File: src/rtl/btn_debounce_if.sv
// rtl/btn_debounce_if.sv - raw button inputs and conditioned level/pulse outputs
interface btn_debounce_if #(
  parameter int N = 5
);
  logic [N-1:0] btn_in;
  logic [N-1:0] btn_level;
  logic [N-1:0] btn_rise;
  logic [N-1:0] btn_fall;

  modport master (
    output btn_in,
    input  btn_level,
    input  btn_rise,
    input  btn_fall
  );

  modport slave (
    input  btn_in,
    output btn_level,
    output btn_rise,
    output btn_fall
  );
endinterface

File: src/rtl/btn_debounce.sv
// rtl/btn_debounce.sv - multi-channel synchronising button debouncer with edge pulses
module btn_debounce #(
  parameter int N       = 5,
  parameter int DEB_CNT = 1_000_000,
  parameter int CW      = $clog2(DEB_CNT)
) (
  input logic         clk,
  input logic         rst_n,
  btn_debounce_if.slave bus
);

  localparam logic [1:0] S_LOW    = 2'd0;
  localparam logic [1:0] S_WAIT_H = 2'd1;
  localparam logic [1:0] S_HIGH   = 2'd2;
  localparam logic [1:0] S_WAIT_L = 2'd3;

  // Terminal count: the WAIT state has then seen DEB_CNT+1 stable samples
  // including the one that entered it.
  localparam logic [CW-1:0] CNT_LAST = CW'(DEB_CNT - 1);

  for (genvar i = 0; i < N; i++) begin : g_ch
    logic          sync0;
    logic          sync1;
    logic [1:0]    state;
    logic [CW-1:0] cnt;
    logic          level;
    logic          rise;
    logic          fall;

    // Two-flop synchroniser for the asynchronous raw input.
    always_ff @(posedge clk or negedge rst_n) begin
      if (!rst_n) begin
        sync0 <= 1'b0;
        sync1 <= 1'b0;
      end else begin
        sync0 <= bus.btn_in[i];
        sync1 <= sync0;
      end
    end

    // Debounce FSM; level and pulses are updated on the accepting edge itself.
    always_ff @(posedge clk or negedge rst_n) begin
      if (!rst_n) begin
        state <= S_LOW;
        cnt   <= '0;
        level <= 1'b0;
        rise  <= 1'b0;
        fall  <= 1'b0;
      end else begin
        rise <= 1'b0;
        fall <= 1'b0;
        case (state)
          S_LOW: begin
            if (sync1) begin
              state <= S_WAIT_H;
              cnt   <= '0;
            end
          end
          S_WAIT_H: begin
            if (!sync1) begin
              state <= S_LOW;
            end else if (cnt == CNT_LAST) begin
              state <= S_HIGH;
              level <= 1'b1;
              rise  <= 1'b1;
            end else begin
              cnt <= cnt + 1'b1;
            end
          end
          S_HIGH: begin
            if (!sync1) begin
              state <= S_WAIT_L;
              cnt   <= '0;
            end
          end
          S_WAIT_L: begin
            if (sync1) begin
              state <= S_HIGH;
            end else if (cnt == CNT_LAST) begin
              state <= S_LOW;
              level <= 1'b0;
              fall  <= 1'b1;
            end else begin
              cnt <= cnt + 1'b1;
            end
          end
          default: state <= S_LOW;
        endcase
      end
    end

    assign bus.btn_level[i] = level;
    assign bus.btn_rise[i]  = rise;
    assign bus.btn_fall[i]  = fall;
  end

endmodule

File: src/flat_wrapper.sv
// flat-port wrapper written by rule: the top's interface ports become plain ports
module btn_debounce_flat 
#(
  parameter int N       = 5,
  parameter int DEB_CNT = 1_000_000,
  parameter int CW      = $clog2(DEB_CNT)
)
  (clk, rst_n, bus_btn_in, bus_btn_level, bus_btn_rise, bus_btn_fall);
  btn_debounce_if #(.N(N)) bus_i ();
  input logic clk;
  input logic rst_n;
  input wire logic [$bits(bus_i.btn_in)-1:0] bus_btn_in;
  output wire logic [$bits(bus_i.btn_level)-1:0] bus_btn_level;
  output wire logic [$bits(bus_i.btn_rise)-1:0] bus_btn_rise;
  output wire logic [$bits(bus_i.btn_fall)-1:0] bus_btn_fall;
  assign bus_i.btn_in = bus_btn_in;
  assign bus_btn_level = bus_i.btn_level;
  assign bus_btn_rise = bus_i.btn_rise;
  assign bus_btn_fall = bus_i.btn_fall;
  btn_debounce #(.N(N), .DEB_CNT(DEB_CNT), .CW(CW)) u_core (.clk(clk), .rst_n(rst_n), .bus(bus_i));
endmodule
File: config.mk
export PLATFORM = sky130hd
export DESIGN_NAME = btn_debounce_flat
export DESIGN_NICKNAME = d
export VERILOG_FILES = /design/src/rtl/btn_debounce_if.sv /design/src/rtl/btn_debounce.sv /design/src/flat_wrapper.sv
export SDC_FILE = /design/constraint.sdc
export NUM_CORES = 1
export LEC_CHECK = 0
export ABC_AREA = 1
export ABC_CLOCK_PERIOD_IN_PS = 2500
export BUFFER_PORTS_ARGS = -buffer_cell sky130_fd_sc_hd__clkbuf_2
export CORE_UTILIZATION = 42
export CTS_CLUSTER_DIAMETER = 50
export DETAILED_ROUTE_END_ITERATION = 10
export SYNTH_ARGS = -nofsm -noshare
export SYNTH_HDL_FRONTEND = slang
export SYNTH_SLANG_ARGS = --single-unit
File: constraint.sdc
create_clock -name clk -period 2.5 [get_ports clk]
set_clock_uncertainty 0.2 [all_clocks]
set_input_delay 0.25 -clock clk [delete_from_list [all_inputs] [get_ports clk]]
set_output_delay 0.25 -clock clk [all_outputs]
set_load 0.01 [all_outputs]
==> impl_metrics.ini, run 1 <==
[logic_synthesis]
synthArstFlopShare_pct = 100
synth_cell_type_count = 34
synthFlopType = dfrtp_1
synth.avg_cell_area_um2 = 7.09
yosysTopAreaCell = dfrtp_1
syn_area_um2 = 7930
synth.area.top_cells = dfrtp_1 43%, nand2_1 18%, nor2_1 7.3%, nand3_1 6.0%, inv_1 4.5%
synth-edff-count = 0
synthCells = 1118
yosysWarnings = 0
syn_nets = 1130
synth_top_cell_area_share_pct = 42.6
synth-seq-cells = 135
synth_common_cells = 375 x nand2_1, 154 x nor2_1, 135 x dfrtp_1
synth.most_common_cell = nand2_1
seq_area_frac_synth_pct = 42.6

[worst_setup_path]
r2r_end = u_core.g_ch[4].cnt[18]
cp.arrival_ns = 2.35
cpMaxStageDelayCell = dfrtp_1
cp-start-kind = flip-flop
reg2regPathDepth = 8
path_cells = ha_1 -> nand3_1 -> nor2_1 -> nand3_2 -> nand2_2 -> inv_2 -> nand4_1 -> nand2_1
end_kind = flip-flop
r2r_start = u_core.g_ch[4].cnt[0]
required_ns = 2.61
critPathMaxFanout = 14
r2r_slack_ns = 0.25
cpPeakStageDelay_ns = 0.45
timing.setup.critical_path_class = flip-flop to flip-flop

[grt]
grt_max_degree = 60
antenna_found_initial = 0
overflow = 0
grt_usage_pct = 19.6
grt_pass1_wl_um = 30800
grt_pass1_vias = 6327

[route]
drt_iter0_markers = 398
wl_um = 17800
wire_per_inst_um = 12.9
route.detailed.drc = 0
num_vias = 6840
antenna_left = 0
dr.pass1.iters = 5
via_per_inst = 4.94

[timing]
rsz0062_at_grt = no
worst_slack_ns = 0.253
fin_crit_ns = 2.25
finalSetupTns_ns = 0
clock.fmax_mhz = 445
tightest_slew_ns = 0.580
relSlewSlack_pct = 61.4
final_hold_viol_count = 0
setup_viol = 0
period_share_pct = 89.9
drv_slew = 0

[layout]
stdcell_count = 1384
nNetsFinal = 1154
num-fill-cells = 1778
num_antenna_cells = 0
final_util_pct = 48.6
area_delta_synth_final_pct = 11.6
drive_above_1_share_pct = 9.18

[clock_tree]
clk_latency_ns = 0.42
postCtsSetupBuffers = 0
htreeDepth = 4
clk_pin_slew_ns = 0.06
cts_tree = built
clockBufferDepth = 2
postCtsResizedCells = 0
clock-root-buffer = clkbuf_16
clock-sinks = 135
cts_hold_buf = 6
cts-buffers-inserted = 17

[floorplanning]
core_um2 = 18200
die_w_um = 139
num_rows = 49
dieArea_um2 = 19400
die_h_um = 139
start_util_pct = 43.5
io_pins = 22

[pwr]
ir_drop_uv = 430
intPower_w = 0.00386
p_leak_nw = 3.96
power_density_nw_per_um2 = 572
p_sw_w = 0.00120
p_clk_share_pct = 49.2
swShare_pct = 23.8
pwr-share-seq_pct = 45.4
pwr-share-comb_pct = 5.4

[placed_design]
post-place-ws_ns = 0.267
place_hpwl_um = 12900
routabilityCongestion = 0.863
placed_cells = 1346
io_buffer_count = 21

[status]
outcome = complete, no violations

[worst_hold_path]
whs_path_depth = 0
min_from = u_core.g_ch[2].sync0
min-delay-path-class = flip-flop to flip-flop
holdPathEnd = u_core.g_ch[2].sync1

[flow_run]
cap_violations = 0
==> critical path: cells and delay by family, from the launching register on <==
kind | cells | cell delay, ns
buffers and inverters | 1 | 0.17
AND/OR/NAND/NOR | 6 | 0.99
adder cells (fa/ha/maj) | 1 | 0.32
flip-flops | 1 | 0.45
==> cells by family (layout without fill, tap and decap cells) <==
kind of cell	after synthesis	count (layout)	synth area share, %
buf+inv	136	173	8.05
compound gates	103	103	7.09
xor+xnor	27	27	2.98
simple gates	712	712	38.5
fa+ha+maj	5	5	0.789
flops	135	135	42.6
==> area by class of cell <==
class | instances | area [um^2] | area share [%]
Clock buffer | 24 | 512 | 5.78
Tap cell | 229 | 287 | 3.24
Timing Repair Buffer | 41 | 302 | 3.41
Inverter | 100 | 375 | 4.24
Multi-Input combinational cell | 847 | 3910 | 44.2
Sequential cell | 135 | 3380 | 38.2
Clock inverter | 8 | 86.3 | 0.975
==> sequential cells by signal (all words and copies together), names as in the netlist, named ones only <==
register / flops
u_core.g_ch.cnt: 100
u_core.g_ch.fall: 5
u_core.g_ch.level: 5
u_core.g_ch.rise: 5
u_core.g_ch.state: 5
u_core.g_ch.sync0: 5
u_core.g_ch.sync1: 5
==> routing by layer <==
metal	vias up	share of wire, %	wire length (um)	track usage, %
li1	3610	-	-	-
met1	3103	53	9380	27.8
met2	113	43	7670	30.0
met3	14	3.4	608	4.44
met4	0	0.99	176	5.56
met5	-	0	0	0
==> worst max-delay path by stage <==
stage                          startpoint                     end  slack [ns]
finish              u_core.g_ch[4].cnt[0]  u_core.g_ch[4].cnt[18]        0.25
global route        u_core.g_ch[4].cnt[0]   u_core.g_ch[4].cnt[7]        0.06
CTS                 u_core.g_ch[4].cnt[0]  u_core.g_ch[4].cnt[18]        0.23
detailed placement  u_core.g_ch[4].cnt[0]   u_core.g_ch[4].cnt[0]        0.27
global placement    u_core.g_ch[4].cnt[0]   u_core.g_ch[4].cnt[0]        0.36
floorplan           u_core.g_ch[4].cnt[0]  u_core.g_ch[4].cnt[17]        0.69
==> per-stage QoR <==
| stage | total power [W] | hold WS (ns) | cell area [um^2] |
|---|---|---|---|
| 6_report | 0.00506 | 0.148 | 8850 |
| 3_5_place_dp | 0.00261 | 0.0729 | 8190 |
| 4_1_cts | 0.00514 | 0.149 | 8850 |
| 2_1_floorplan | 0.00249 | -0.246 | 7930 |
| 5_1_grt | 0.00528 | 0.155 | 8850 |
| 3_3_place_gp | 0.00260 | 0.0620 | 8190 |
==> cells in the final DEF, fill, tap and decap left out, types with 8 or more instances in the layout <==
cell       Yosys  final
clkbuf_16      0     17
or2_2          9      9
nand2_1      375    375
clkbuf_2       0     20
nor3_1        12     12
dfrtp_1      135    135
nor2_1       154    154
a21oi_1        8      8
o21ai_0       69     69
inv_1         94     94
xor2_1        19     19
nand3_1       95     95
o21ai_1       10     10
buf_4         22     12
xnor2_1        8      8
o21bai_1      10     10
and2_1         8      8
nand4_1       32     32
==> power groups by stage <==
stage	Combinational (W)	Clock, W	Sequential (W)
6_report	0.000271	0.00249	0.00230
5_1_grt	0.000312	0.00266	0.00231
4_1_cts	0.000278	0.00256	0.00230
3_5_place_dp	0.000268	0	0.00234
3_3_place_gp	0.000262	0	0.00234
2_1_floorplan	0.000173	0	0.00232
Power figures use the tool's default switching activity.
==> inputs of run 2 (changes only) <==
- CORE_UTILIZATION: 42 -> 25
==> impl_metrics.ini, run 2 (synthesis results as in run 1) <==
[status]
outcome = complete, no violations

[clock_tree]
clock-root-buffer = clkbuf_16
clock-sinks = 135
postCtsResizedCells = 0
cts_tree = built
cts_hold_buf = 6
cts-buffers-inserted = 17
clk_pin_slew_ns = 0.06
htreeDepth = 4
clockBufferDepth = 2
clk_latency_ns = 0.43
postCtsSetupBuffers = 0

[grt]
overflow = 0
grt_pass1_vias = 6591
grt_usage_pct = 11.4
grt_pass1_wl_um = 30700
antenna_found_initial = 0
grt_max_degree = 55

[floorplanning]
core_um2 = 30900
dieArea_um2 = 32400
die_w_um = 180
num_rows = 64
start_util_pct = 25.6
die_h_um = 180
io_pins = 22

[route]
num_vias = 6890
wl_um = 17500
drt_iter0_markers = 417
antenna_left = 0
wire_per_inst_um = 11.3
dr.pass1.iters = 6
via_per_inst = 4.45
route.detailed.drc = 0

[timing]
period_share_pct = 86.0
drv_slew = 0
rsz0062_at_grt = no
final_hold_viol_count = 0
tightest_slew_ns = 0.526
fin_crit_ns = 2.15
setup_viol = 0
relSlewSlack_pct = 64.9
worst_slack_ns = 0.350
worst_hold_slack_ns = 0.143
clock.fmax_mhz = 465
finalSetupTns_ns = 0

[layout]
layout_commonest_cell = nand2_1
num_antenna_cells = 0
largest-register = u_core.g_ch.cnt
area_delta_synth_final_pct = 14.6
final_design_area_no_fill_um2 = 9080
nNetsFinal = 1152
largest_register_ffs = 100
drive_above_1_share_pct = 8.93
final_cell_mix = 375 x nand2_1, 154 x nor2_1, 135 x dfrtp_1, 95 x nand3_1, 94 x inv_1

[worst_hold_path]
min-delay-path-class = primary input to async pin

[worst_setup_path]
r2r_start = u_core.g_ch[2].cnt[0]
r2r_slack_ns = 0.35
end_kind = flip-flop
critPathMaxFanout = 14
cp.arrival_ns = 2.25
required_ns = 2.60
cp-start-kind = flip-flop
r2r_end = u_core.g_ch[2].cnt[15]
reg2regPathDepth = 8
timing.setup.critical_path_class = flip-flop to flip-flop

[pwr]
power_w = 0.00537
power_density_nw_per_um2 = 591
ir_drop_uv = 430
p_leak_nw = 3.97

[placed_design]
io_buffer_count = 21
place_hpwl_um = 12700
routabilityCongestion = 0.854
place_area_um2 = 8370
post-place-ws_ns = 0.360

[flow_run]
cap_violations = 0
-- run 2: cell types whose count changed in the layout (fill, tap and decap cells not counted), sizes merged --
cell / change
clkinv: -1
buf: -2
bufinv: +4
inv: +3
clkinvlp: -1
clkbuf: -5
-- run 2: worst max-delay path: stages, from the launching register on --
cell,delay (ns)
dfrtp_1,0.37
ha_1,0.27
nand3_1,0.17
nor2_1,0.22
nand3_2,0.14
nand2_2,0.27
inv_2,0.14
nand2_1,0.15
o21ai_0,0.10
-- run 2: worst max-delay path by stage --
stage                                  from                      to  slack [ns]  depth (start not counted)
floorplan             u_core.g_ch[4].cnt[0]  u_core.g_ch[4].cnt[17]        0.69                          9
global placement    u_core.g_ch[2].state[0]   u_core.g_ch[2].cnt[9]        0.39                          9
detailed placement    u_core.g_ch[2].cnt[0]  u_core.g_ch[2].cnt[15]        0.36                          8
CTS                   u_core.g_ch[2].cnt[0]  u_core.g_ch[2].cnt[10]        0.35                          7
global route          u_core.g_ch[4].cnt[0]  u_core.g_ch[4].cnt[16]        0.12                          8
finish                u_core.g_ch[2].cnt[0]  u_core.g_ch[2].cnt[15]        0.35                          8
-- run 2: cell type report --
cell class                      count  area, um^2
Clock buffer                       19         433
Clock inverter                     13         216
Fill cell                        3357       21800
Inverter                          100         375
Multi-Input combinational cell    847        3910
Sequential cell                   135        3380
Tap cell                          396         495
Timing Repair Buffer               39         274
-- run 2: stage by stage --
step,std cells,util [%]
CTS,1549,29.4
detailed placement,1511,27.1
global placement,1511,27.1
floorplan,1118,-
global route,1549,29.4
finish,1549,29.4
-- run 2: report_power, final --
| part | total [W] | switching (W) | internal (W) |
|---|---|---|---|
| combinational | 0.000262 | 0.000181 | 0.0000811 |
| sequential | 0.00230 | 0.0000580 | 0.00224 |
| clock | 0.00281 | 0.00102 | 0.00179 |
| total | 0.00537 | 0.00126 | 0.00411 |
-- run 2: per-layer routing --
metal  vias up  routed length (um)  global-route usage, %  share of wire [%]
li1       3611                   -                      -                  -
met1      3161                8830                   15.0                 50
met2        99                7900                   18.4                 45
met3        19                 531                   2.65                3.0
met4         0                 260                   3.49                1.5
met5         -                   0                      0                  0
==> inputs of run 3 (changes only) <==
- ABC_CLOCK_PERIOD_IN_PS: 2500 -> 2000
- clock period: 2.5 -> 2 ns (I/O delays scaled with it)
==> impl_metrics.ini, run 3 (synthesis results as in run 1) <==
[layout]
largest-register = u_core.g_ch.cnt
layout_commonest_cell = nand2_1
largest_register_ffs = 100
final_util_pct = 30.0
stdcell_count = 1570
area_delta_synth_final_pct = 16.9
nNetsFinal = 1173
final_design_area_no_fill_um2 = 9260
num-fill-cells = 3323
num_antenna_cells = 0
final_cell_mix = 375 x nand2_1, 151 x nor2_1, 134 x dfrtp_1, 93 x inv_1, 93 x nand3_1
drive_above_1_share_pct = 11.1

[worst_setup_path]
timing.setup.critical_path_class = flip-flop to flip-flop
cp-start-kind = flip-flop
r2r_start = u_core.g_ch[3].cnt[0]
required_ns = 2.12
cp.arrival_ns = 1.98
critPathMaxFanout = 9
cpMaxStageDelayCell = dfrtp_2
r2r_slack_ns = 0.13
path_cells = ha_1 -> nand3_1 -> nor2_2 -> nand3_4 -> nand2_4 -> clkinvlp_4 -> buf_2 -> buf_4
path_buf_inv = 3
cpLargestDelayFamily = simple AND/OR/NAND/NOR gates
cpPeakStageDelay_ns = 0.40
critPathLaunch = u_core.g_ch[3].cnt[0]
end_kind = flip-flop

[route]
dr.pass1.iters = 5
route.detailed.drc = 0
antenna_left = 0
wire_per_inst_um = 11.7
drt_iter0_markers = 466
num_vias = 7089
via_per_inst = 4.52
wl_um = 18400

[timing]
clock.fmax_mhz = 536
finalSetupTns_ns = 0
period_share_pct = 93.3
fin_crit_ns = 1.87
drv_slew = 0
final_hold_viol_count = 0
setup_viol = 0
worst_slack_ns = 0.135
relSlewSlack_pct = 68.7
tightest_slew_ns = 0.466

[clock_tree]
clock-root-buffer = clkbuf_16
cts-buffers-inserted = 17
clock-sinks = 135
cts_tree = built
htreeDepth = 4
clockBufferDepth = 2
clk_pin_slew_ns = 0.06
clk_latency_ns = 0.43

[placed_design]
placed_cells = 1528
io_buffer_count = 21
post-place-ws_ns = 0.0446
place_area_um2 = 8540
routabilityCongestion = 0.854
place_hpwl_um = 13000

[flow_run]
cap_violations = 0

[grt]
grt_pass1_vias = 6669
overflow = 0
grt_max_degree = 43
antenna_found_initial = 0
grt_usage_pct = 11.8
grt_pass1_wl_um = 31500

[worst_hold_path]
min-delay-path-class = primary input to async pin

[pwr]
p_leak_nw = 4.07
power_density_nw_per_um2 = 694
pwr-share-comb_pct = 6.1
p_sw_w = 0.00151
p_clk_share_pct = 49.3
ir_drop_uv = 636
swShare_pct = 23.5
pwr-share-seq_pct = 44.6
intPower_w = 0.00492

[floorplanning]
num_rows = 64
die_h_um = 180
io_pins = 22
dieArea_um2 = 32400
die_w_um = 180
start_util_pct = 25.6
core_um2 = 30900

[status]
outcome = complete, no violations
run 3: power groups by stage:
stage | sequential [W] | clock, W | combinational, W
after floorplan | 0.00290 | 0 | 0.000216
after global placement | 0.00291 | 0 | 0.000364
after detailed placement | 0.00291 | 0 | 0.000368
after CTS | 0.00286 | 0.00327 | 0.000380
after global routing | 0.00287 | 0.00337 | 0.000448
final | 0.00286 | 0.00317 | 0.000393
run 3: worst register-to-register path, delay by kind of cell, from the launching register on:
| family | cells | cell delay, ns |
|---|---|---|
| flops | 1 | 0.40 |
| fa+ha+maj | 1 | 0.18 |
| buf+inv | 3 | 0.42 |
| simple gates | 4 | 0.56 |
run 3: final timing paths:
path / cells past startpoint / end
worst max register to register: 8 / u_core.g_ch[3].state[0]
min in group clk: 0 / u_core.g_ch[2].sync1
max in group asynchronous: 3 / u_core.g_ch[2].cnt[12]
worst min-delay path: 2 / u_core.g_ch[3].cnt[18]
worst max-delay path: 8 / u_core.g_ch[3].state[0]
worst min register to register: 0 / u_core.g_ch[2].sync1
run 3: area by class of cell:
| class | instances | area [um^2] | area share, % |
|---|---|---|---|
| clock buffer | 22 | 454 | 4.90 |
| clock inverter | 10 | 128 | 1.38 |
| inverter | 100 | 379 | 4.09 |
| multi-input combinational | 847 | 3950 | 42.6 |
| sequential | 135 | 3380 | 36.5 |
| tap | 396 | 495 | 5.35 |
| timing repair buffer | 60 | 483 | 5.21 |
run 3: metal layers:
metal	part of all wire [%]	global-route usage, %
met5	0	0
met4	1.3	4.41
met3	4.3	2.57
met2	46	18.8
met1	48	15.7
run 3: through the flow:
stage | power, W | hold WS (ns)
after floorplan | 0.00311 | -0.296
after global placement | 0.00327 | -0.0379
after detailed placement | 0.00328 | -0.0389
after CTS | 0.00651 | 0.0675
after global routing | 0.00669 | 0.0927
final | 0.00643 | 0.0503
run 3: repair_timing:
item,in CTS,in global routing
endpoints found under the setup margin,0,39
setup buffers,0,4
hold endpoints to repair,140,0
resized for setup,0,11
hold buffers,6,0
